===== src/rtl/uart_pkg.sv =====
// Shared UART definitions: oversampling constants and the receiver state
// encoding. The receiver uses this package, and the baud generator and the
// future transmitter are meant to share it as well.
package uart_pkg;

  localparam int OS_RATE  = 16;  // oversample ticks per bit
  localparam int MID_TICK = 7;   // tick index closest to the middle of a bit

  // Fixed encodings so existing logic analyser setups keep decoding the bus.
  localparam logic [2:0] ST_IDLE   = 3'd0;
  localparam logic [2:0] ST_START  = 3'd1;
  localparam logic [2:0] ST_DATA   = 3'd2;
  localparam logic [2:0] ST_PARITY = 3'd3;
  localparam logic [2:0] ST_STOP   = 3'd4;

  typedef enum logic [2:0] {
    IDLE   = ST_IDLE,
    START  = ST_START,
    DATA   = ST_DATA,
    PARITY = ST_PARITY,
    STOP   = ST_STOP
  } rx_state_t;

endpackage


===== src/rtl/uart_sync2.sv =====
// Two-flop synchronizer for a single asynchronous input.
// Ports: clk, reset (async, active-high), d (async in), q (synchronized out).
// RST_VAL is the value both flops take in reset.
module uart_sync2 #(
  parameter logic RST_VAL = 1'b1
) (
  input  logic clk,
  input  logic reset,
  input  logic d,
  output logic q
);

  logic meta;

  always_ff @(posedge clk or posedge reset) begin
    if (reset) begin
      meta <= RST_VAL;
      q    <= RST_VAL;
    end else begin
      meta <= d;
      q    <= meta;
    end
  end

endmodule


===== src/rtl/uart_rx_os.sv =====
// 16x oversampling UART receiver with optional parity and a one-entry
// output register with valid/ready handshake.
// Ports:
//   clk, reset      - clock, async active-high reset
//   tick            - 16x baud enable pulse
//   rx              - async serial input (idle high)
//   parity_en/odd   - parity configuration, captured at the start of a frame
//   dout/dout_valid/dout_ready - received frame handshake
//   frame_err/parity_err       - error flags belonging to the held frame
//   overrun         - 1-clk pulse when a finished frame is dropped
//   busy            - receiver FSM not idle
module uart_rx_os #(
  parameter int DBIT    = 8,
  parameter int SB_TICK = 16
) (
  input  logic       clk,
  input  logic       reset,
  input  logic       tick,
  input  logic       rx,
  input  logic       parity_en,
  input  logic       parity_odd,
  output logic [7:0] dout,
  output logic       dout_valid,
  input  logic       dout_ready,
  output logic       frame_err,
  output logic       parity_err,
  output logic       overrun,
  output logic       busy
);

  import uart_pkg::*;

  localparam logic [3:0] MID_T     = 4'(MID_TICK);
  localparam logic [3:0] LAST_T    = 4'(OS_RATE - 1);
  localparam logic [2:0] N_LAST    = 3'(DBIT - 1);
  localparam logic [4:0] STOP_LAST = 5'(SB_TICK - 1);

  logic       rx_s;
  rx_state_t  state;
  logic [3:0] s;
  logic       s_hi;      // fifth tick-count bit, only used for 2 stop bits
  logic [2:0] n;
  logic [7:0] b;
  logic       par_en_q;
  logic       par_odd_q;
  logic       par_err_q;
  logic [7:0] data_c;
  logic       done;

  uart_sync2 #(.RST_VAL(1'b1)) u_sync (
    .clk   (clk),
    .reset (reset),
    .d     (rx),
    .q     (rx_s)
  );

  // Bits enter at the MSB, so after DBIT shifts the frame sits in the top
  // DBIT bits; move it down to LSB alignment with zeroed upper bits.
  assign data_c = b >> (8 - DBIT);

  assign done = (state == STOP) && tick && ({s_hi, s} == STOP_LAST);
  assign busy = (state != IDLE);

  always_ff @(posedge clk or posedge reset) begin
    if (reset) begin
      state     <= IDLE;
      s         <= '0;
      s_hi      <= 1'b0;
      n         <= '0;
      b         <= '0;
      par_en_q  <= 1'b0;
      par_odd_q <= 1'b0;
      par_err_q <= 1'b0;
    end else begin
      case (state)
        IDLE: begin
          if (!rx_s) begin
            state <= START;
            s     <= '0;
            s_hi  <= 1'b0;
          end
        end
        START: begin
          if (tick) begin
            if (s == MID_T) begin
              if (!rx_s) begin
                state     <= DATA;
                s         <= '0;
                n         <= '0;
                b         <= '0;
                par_en_q  <= parity_en;
                par_odd_q <= parity_odd;
                par_err_q <= 1'b0;
              end else begin
                state <= IDLE;  // start bit too short: treat as a glitch
              end
            end else begin
              s <= s + 4'd1;
            end
          end
        end
        DATA: begin
          if (tick) begin
            if (s == LAST_T) begin
              s <= '0;
              b <= {rx_s, b[7:1]};
              if (n == N_LAST) state <= par_en_q ? PARITY : STOP;
              else             n     <= n + 3'd1;
            end else begin
              s <= s + 4'd1;
            end
          end
        end
        PARITY: begin
          if (tick) begin
            if (s == LAST_T) begin
              s         <= '0;
              // Expected bit is XOR(data)^odd; any difference is an error.
              par_err_q <= rx_s ^ (^data_c) ^ par_odd_q;
              state     <= STOP;
            end else begin
              s <= s + 4'd1;
            end
          end
        end
        STOP: begin
          if (tick) begin
            if ({s_hi, s} == STOP_LAST) begin
              state <= IDLE;
              s     <= '0;
              s_hi  <= 1'b0;
            end else begin
              {s_hi, s} <= {s_hi, s} + 5'd1;
            end
          end
        end
        default: state <= IDLE;
      endcase
    end
  end

  // Output register: a finished frame loads if the slot is free or is being
  // drained this cycle; otherwise the old frame wins and the new one is lost.
  always_ff @(posedge clk or posedge reset) begin
    if (reset) begin
      dout       <= '0;
      dout_valid <= 1'b0;
      frame_err  <= 1'b0;
      parity_err <= 1'b0;
      overrun    <= 1'b0;
    end else begin
      overrun <= 1'b0;
      if (done) begin
        if (!dout_valid || dout_ready) begin
          dout       <= data_c;
          frame_err  <= ~rx_s;
          parity_err <= par_en_q & par_err_q;
          dout_valid <= 1'b1;
        end else begin
          overrun <= 1'b1;
        end
      end else if (dout_valid && dout_ready) begin
        dout_valid <= 1'b0;
      end
    end
  end

endmodule


===== config.mk =====
export PLATFORM = sky130hd
export DESIGN_NAME = uart_rx_os
export DESIGN_NICKNAME = d
export VERILOG_FILES = /design/src/rtl/uart_pkg.sv /design/src/rtl/uart_sync2.sv /design/src/rtl/uart_rx_os.sv
export SDC_FILE = /design/constraint.sdc
export NUM_CORES = 1
export LEC_CHECK = 0
export CORE_MARGIN = 2
export CORE_UTILIZATION = 55
export DETAILED_ROUTE_END_ITERATION = 10
export PLACE_DENSITY = 0.89
export SLEW_MARGIN = 30
export SYNTH_ARGS = -nofsm -noshare
export SYNTH_HDL_FRONTEND = slang
export SYNTH_SLANG_ARGS = --single-unit
export TNS_END_PERCENT = 50

===== constraint.sdc =====
create_clock -name clk -period 2.2 [get_ports clk]
set_input_delay 0.33 -clock clk [delete_from_list [all_inputs] [get_ports clk]]
set_output_delay 0.33 -clock clk [all_outputs]
set_load 0.01 [all_outputs]

* Word-level counts from Yosys, hierarchy flattened *
Index checks and enable logic that the tools add are counted.

operators by class
  divide/modulo/power cells = 0
  $mul = 0
  shift operators = 0
  reduce and logical (&&, ||, !) cells = 23
  eq/ne operators = 22
  add/sub/neg operators = 3
  bitwise gates (word level) = 4
  $lt $le $gt $ge = 0
  muxes and demuxes = 48

operators by type and width
  operator             number
  $mux 3               17
  $mux 8               5
  $mux 4               7
  $ne 2x2->1 const B   11
  $pmux 4 s4           1
  $pmux 8 s2           1
  $pmux 3 s5           1
  $mux 1               12
  $reduce_and 6->1     2
  $reduce_and 10->1    1
  $reduce_and 4->1     2
  $reduce_bool 2->1    4
  $reduce_xor 8->1     1
  $reduce_and 7->1     1
  $eq 3x2->1 const B   2
  $eq 3x3->1 const B   2
  $ne 2x1->1 const B   3
  $pmux 3 s2           1
  $add 5x1->5 const B  1
  $eq 5x4->1 const B   1
  $add 4x1->4 const B  1
  $eq 4x3->1 const B   1
  $eq 4x4->1 const B   1
  $pmux 1 s2           2
  other kinds (15)     19

word-level totals
  bits in latches = 0
  RAM bits = 0
  word-level logic and storage cells = 115
  register bits = 36
  output and inout bits = 13
  memories kept = 0
  ROM bits = 0

* Longest topological paths before layout *
  depth after elaboration = 6
  mapped depth = 7

* Hierarchy *
Synthesis repeated with hierarchy kept, for this count alone.

unflattened totals
  cells, all modules = 186
  area total of the unflattened synthesis = 2013.2 um^2

modules (own cells, without submodules)
  module      area an instance (um^2)  cells each  times used
  uart_rx_os  1956.9                   183         1
  uart_sync2  56.3                     3           1

* Worst setup path before layout *
Ideal clock, no wire load.

  path type = reg-to-reg
  start point = register state[2]
  end point = register par_odd_q
  data required time = 2075 ps
  library setup time = 125 ps
  buffers on the path = 0
  arrival = 1623 ps
  setup slack = 452 ps
  cell stages (with the launch flop) = 4
  cell sequence = dfrtp_1 or4b_4 nor3_1 mux2_2

on the way
  cells in the longest elaborated chain, start to end = 2

ends and longest elaborated chain
  element                     RTL line           source
  start, declared             uart_rx_os.sv:39   rx_state_t state;
  start signal, assigned      uart_rx_os.sv:107  if (n == N_LAST) state <= par_en_q ? PARITY : STOP;
  $eq 3x1->1                  uart_rx_os.sv:75   case (state)
  $reduce_and 4->1 (no line)  n/a
  end signal, assigned        uart_rx_os.sv:92   par_odd_q <= parity_odd;
  end, declared               uart_rx_os.sv:45   logic par_odd_q;

Every way passes these cells.
A chain may end at the register's enable or synchronous reset.

* Final worst setup path *
  start point = register state[1]
  end point = output port busy

on the way
  cells in the longest elaborated chain, start to end = 1

ends and longest elaborated chain
  element            RTL line          source
  $reduce_bool 3->1  uart_rx_os.sv:62  assign busy = (state != IDLE);
  end, declared      uart_rx_os.sv:28  output logic busy

Every way passes these cells.

==> reports/results.tsv <==
metric	value	unit
drv_cap	0	
syn_area_per_cell	10.5	um^2
multiInputGateArea	791	um^2
drt_iter0_drc	79	
grt_pass1_vias	1331	
synth_cell_types	43	
tns	0	ns
rows	20	
nNetsFinal	202	
core	3030	um^2
regArea	903	um^2
yosysMostFrequentCell	dfrtp_1	
hp-class	register to register	
syn_nets	177	
arrival	1.74	ns
synth_common_cells	34 x dfrtp_1, 26 x nand2_1, 18 x o21ai_0	
cp_cell_sequence	or3_1, clkdlybuf4s50_1	
cp-start-kind	register	
dieWidth	60.4	um
place_congestion	0.884	
fillers	250	
synth_ff_type	dfrtp_1	
rsz0062_at_grt	no	
area_growth_syn_to_layout	16.7	%
antenna_found_initial	0	
netlist.area_leader.share	0.486	
synth_seq_area_share	0.516	
syn_area	1750	um^2
cts_resized	0	
grt_first_pass_wirelength	6140	um
root_buffer	clkbuf_4	
vias	1339	
worstSetupPathType	register to output pin	
die_h	60.4	um
ant_nets	0	
path_max_fanout	11	
end_kind	output pin	
skew	0.0116	ns
crit_required	1.87	ns
cts_tree	built	
grt_max_degree	37	
cts.hold.buffers_added	0	
grt_overflow_total	0	
yosysTopAreaCell	dfrtp_1	
synth.top_cells.by_area	dfrtp_1 49%, mux2_2 5.8%, nand2_1 5.6%	
synthArstFlopShare	1.00	
die_area	3650	um^2
h-tree-depth	2	
cp_slowest_cell	dfrtp_1	
wl_per_cell	15.2	um
drive_gt1_frac	0.156	
numCtsBuffers	5	
ys_ff_latch	36	
routed_wl	3580	um
fin_crit_sh	0.940	
clkTransAtPathRegs	0.11	ns
ys_warn_count	0	
max_freq	484	MHz
netlist_instances	167	
ir_drop	0.000446	V
floorplan.initialDensity	0.578	
finalMaxSlewViolations	0	
insertion_delay	0.34	ns
drc	0	
first_pass_iters	4	
worst_slew_pin_slew	0.576	ns
via_per_inst	5.67	
p_total	1.82	mW
p_leak	0.906	nW
synth-edff-count	0	
track_usage	0.231	
postCtsSetupBuffers	0	
ios	20	
run_status	complete, no violations	
hpwl	2650	um
setup_viol	0	
place.port_buffers	19	
relSlewSlack	0.615	
min_period	2.07	ns
clock_sinks	36	
antennaDiodeCount	0	
cts.path.max_buffers	2	
slowest_delay	0.50	ns
p_per_area	893	nW/um^2
finalHoldViolations	0	
## stage by stage
| step | hold slack (ns) | cells | cell area, um^2 | worst slack (ns) | utilization |
|---|---|---|---|---|---|
| after global placement | 0.346 | 229 | 2000 | 0.254 | 0.659 |
| after CTS | 0.363 | 236 | 2040 | 0.124 | 0.674 |
| after floorplan | 0.334 | 167 | 1750 | 0.452 | - |
| final | 0.362 | 236 | 2040 | 0.133 | 0.674 |
| after detailed placement | 0.349 | 229 | 2000 | 0.232 | 0.659 |
| after global routing | 0.370 | 236 | 2040 | 0.0701 | 0.674 |
## where the power goes
part	total (mW)	internal, mW	switching (mW)
sequential	0.863	0.740	0.123
clock	0.336	0.118	0.219
combinational	0.624	0.281	0.342
## worst paths after layout
| path | start | endpoint | slack, ns | cells past startpoint |
|---|---|---|---|---|
| min in group asynchronous | reset | par_en_q | 0.37 | 3 |
| setup / recovery | state[1] | busy | 0.13 | 2 |
| max in group asynchronous | reset | u_sync.meta | 1.48 | 3 |
| hold reg to reg | u_sync.meta | u_sync.q | 0.36 | 0 |
| hold / removal | u_sync.meta | u_sync.q | 0.36 | 0 |
| setup reg to reg | state[0] | n[0] | 0.22 | 5 |
## kinds of logic after synthesis
| kind of cell | after synthesis | share of synthesized area |
|---|---|---|
| DFF | 36 | 0.516 |
| AOI/OAI and AO/OA | 37 | 0.131 |
| xor gates and xnor gates | 10 | 0.0501 |
| and+or+nand+nor | 59 | 0.177 |
| muxes | 11 | 0.0722 |
| buffers and inverters | 11 | 0.0315 |
| adders and majority gates | 3 | 0.0215 |
## metal layers
metal	vias to the layer above	GRT usage	part of all wire
met3	9	0.0661	0.057
met2	39	0.348	0.49
li1	629	-	-
met1	662	0.310	0.43
met5	-	0	0
met4	0	0.105	0.020
## sequential cells by signal, summed over array words and instances (netlist names), 3 cells and up
name   flops
s          4
state      3
b          8
dout       8
n          3
## cell usage in the layout, fill, tap and decap left out, types with 2 or more instances in the layout
cell type and instances:
dfrtp_1 34, nand2_1 26, clkdlybuf4s50_1 19, o21ai_0 18, mux2_2 9, xnor2_1 9, nor2_1 7, nand2b_1 5
inv_1 5, clkbuf_4 5, buf_4 5, nand3_1 4, a21o_1 4, a21oi_1 3, ha_1 3, or2_2 2
nor2b_1 2, nor3_1 2, o22ai_1 2, a22o_1 2, o31ai_1 2, dfstp_2 2
## critical path: cells and delay by family, from the launching register on
kind / cells / cell delay [ns]
buffers and inverters: 1 / 0.49
flip-flops: 1 / 0.50
AND/OR/NAND/NOR: 1 / 0.40
## final cells by class
cell class	instances	share of cell area
clock buffer	6	0.0202
clock inverter	1	0.00245
inverter	5	0.00919
multi-input combinational	120	0.387
sequential	36	0.442
tap	44	0.0270
timing repair buffer	24	0.112
Power figures use the tool's default switching activity.
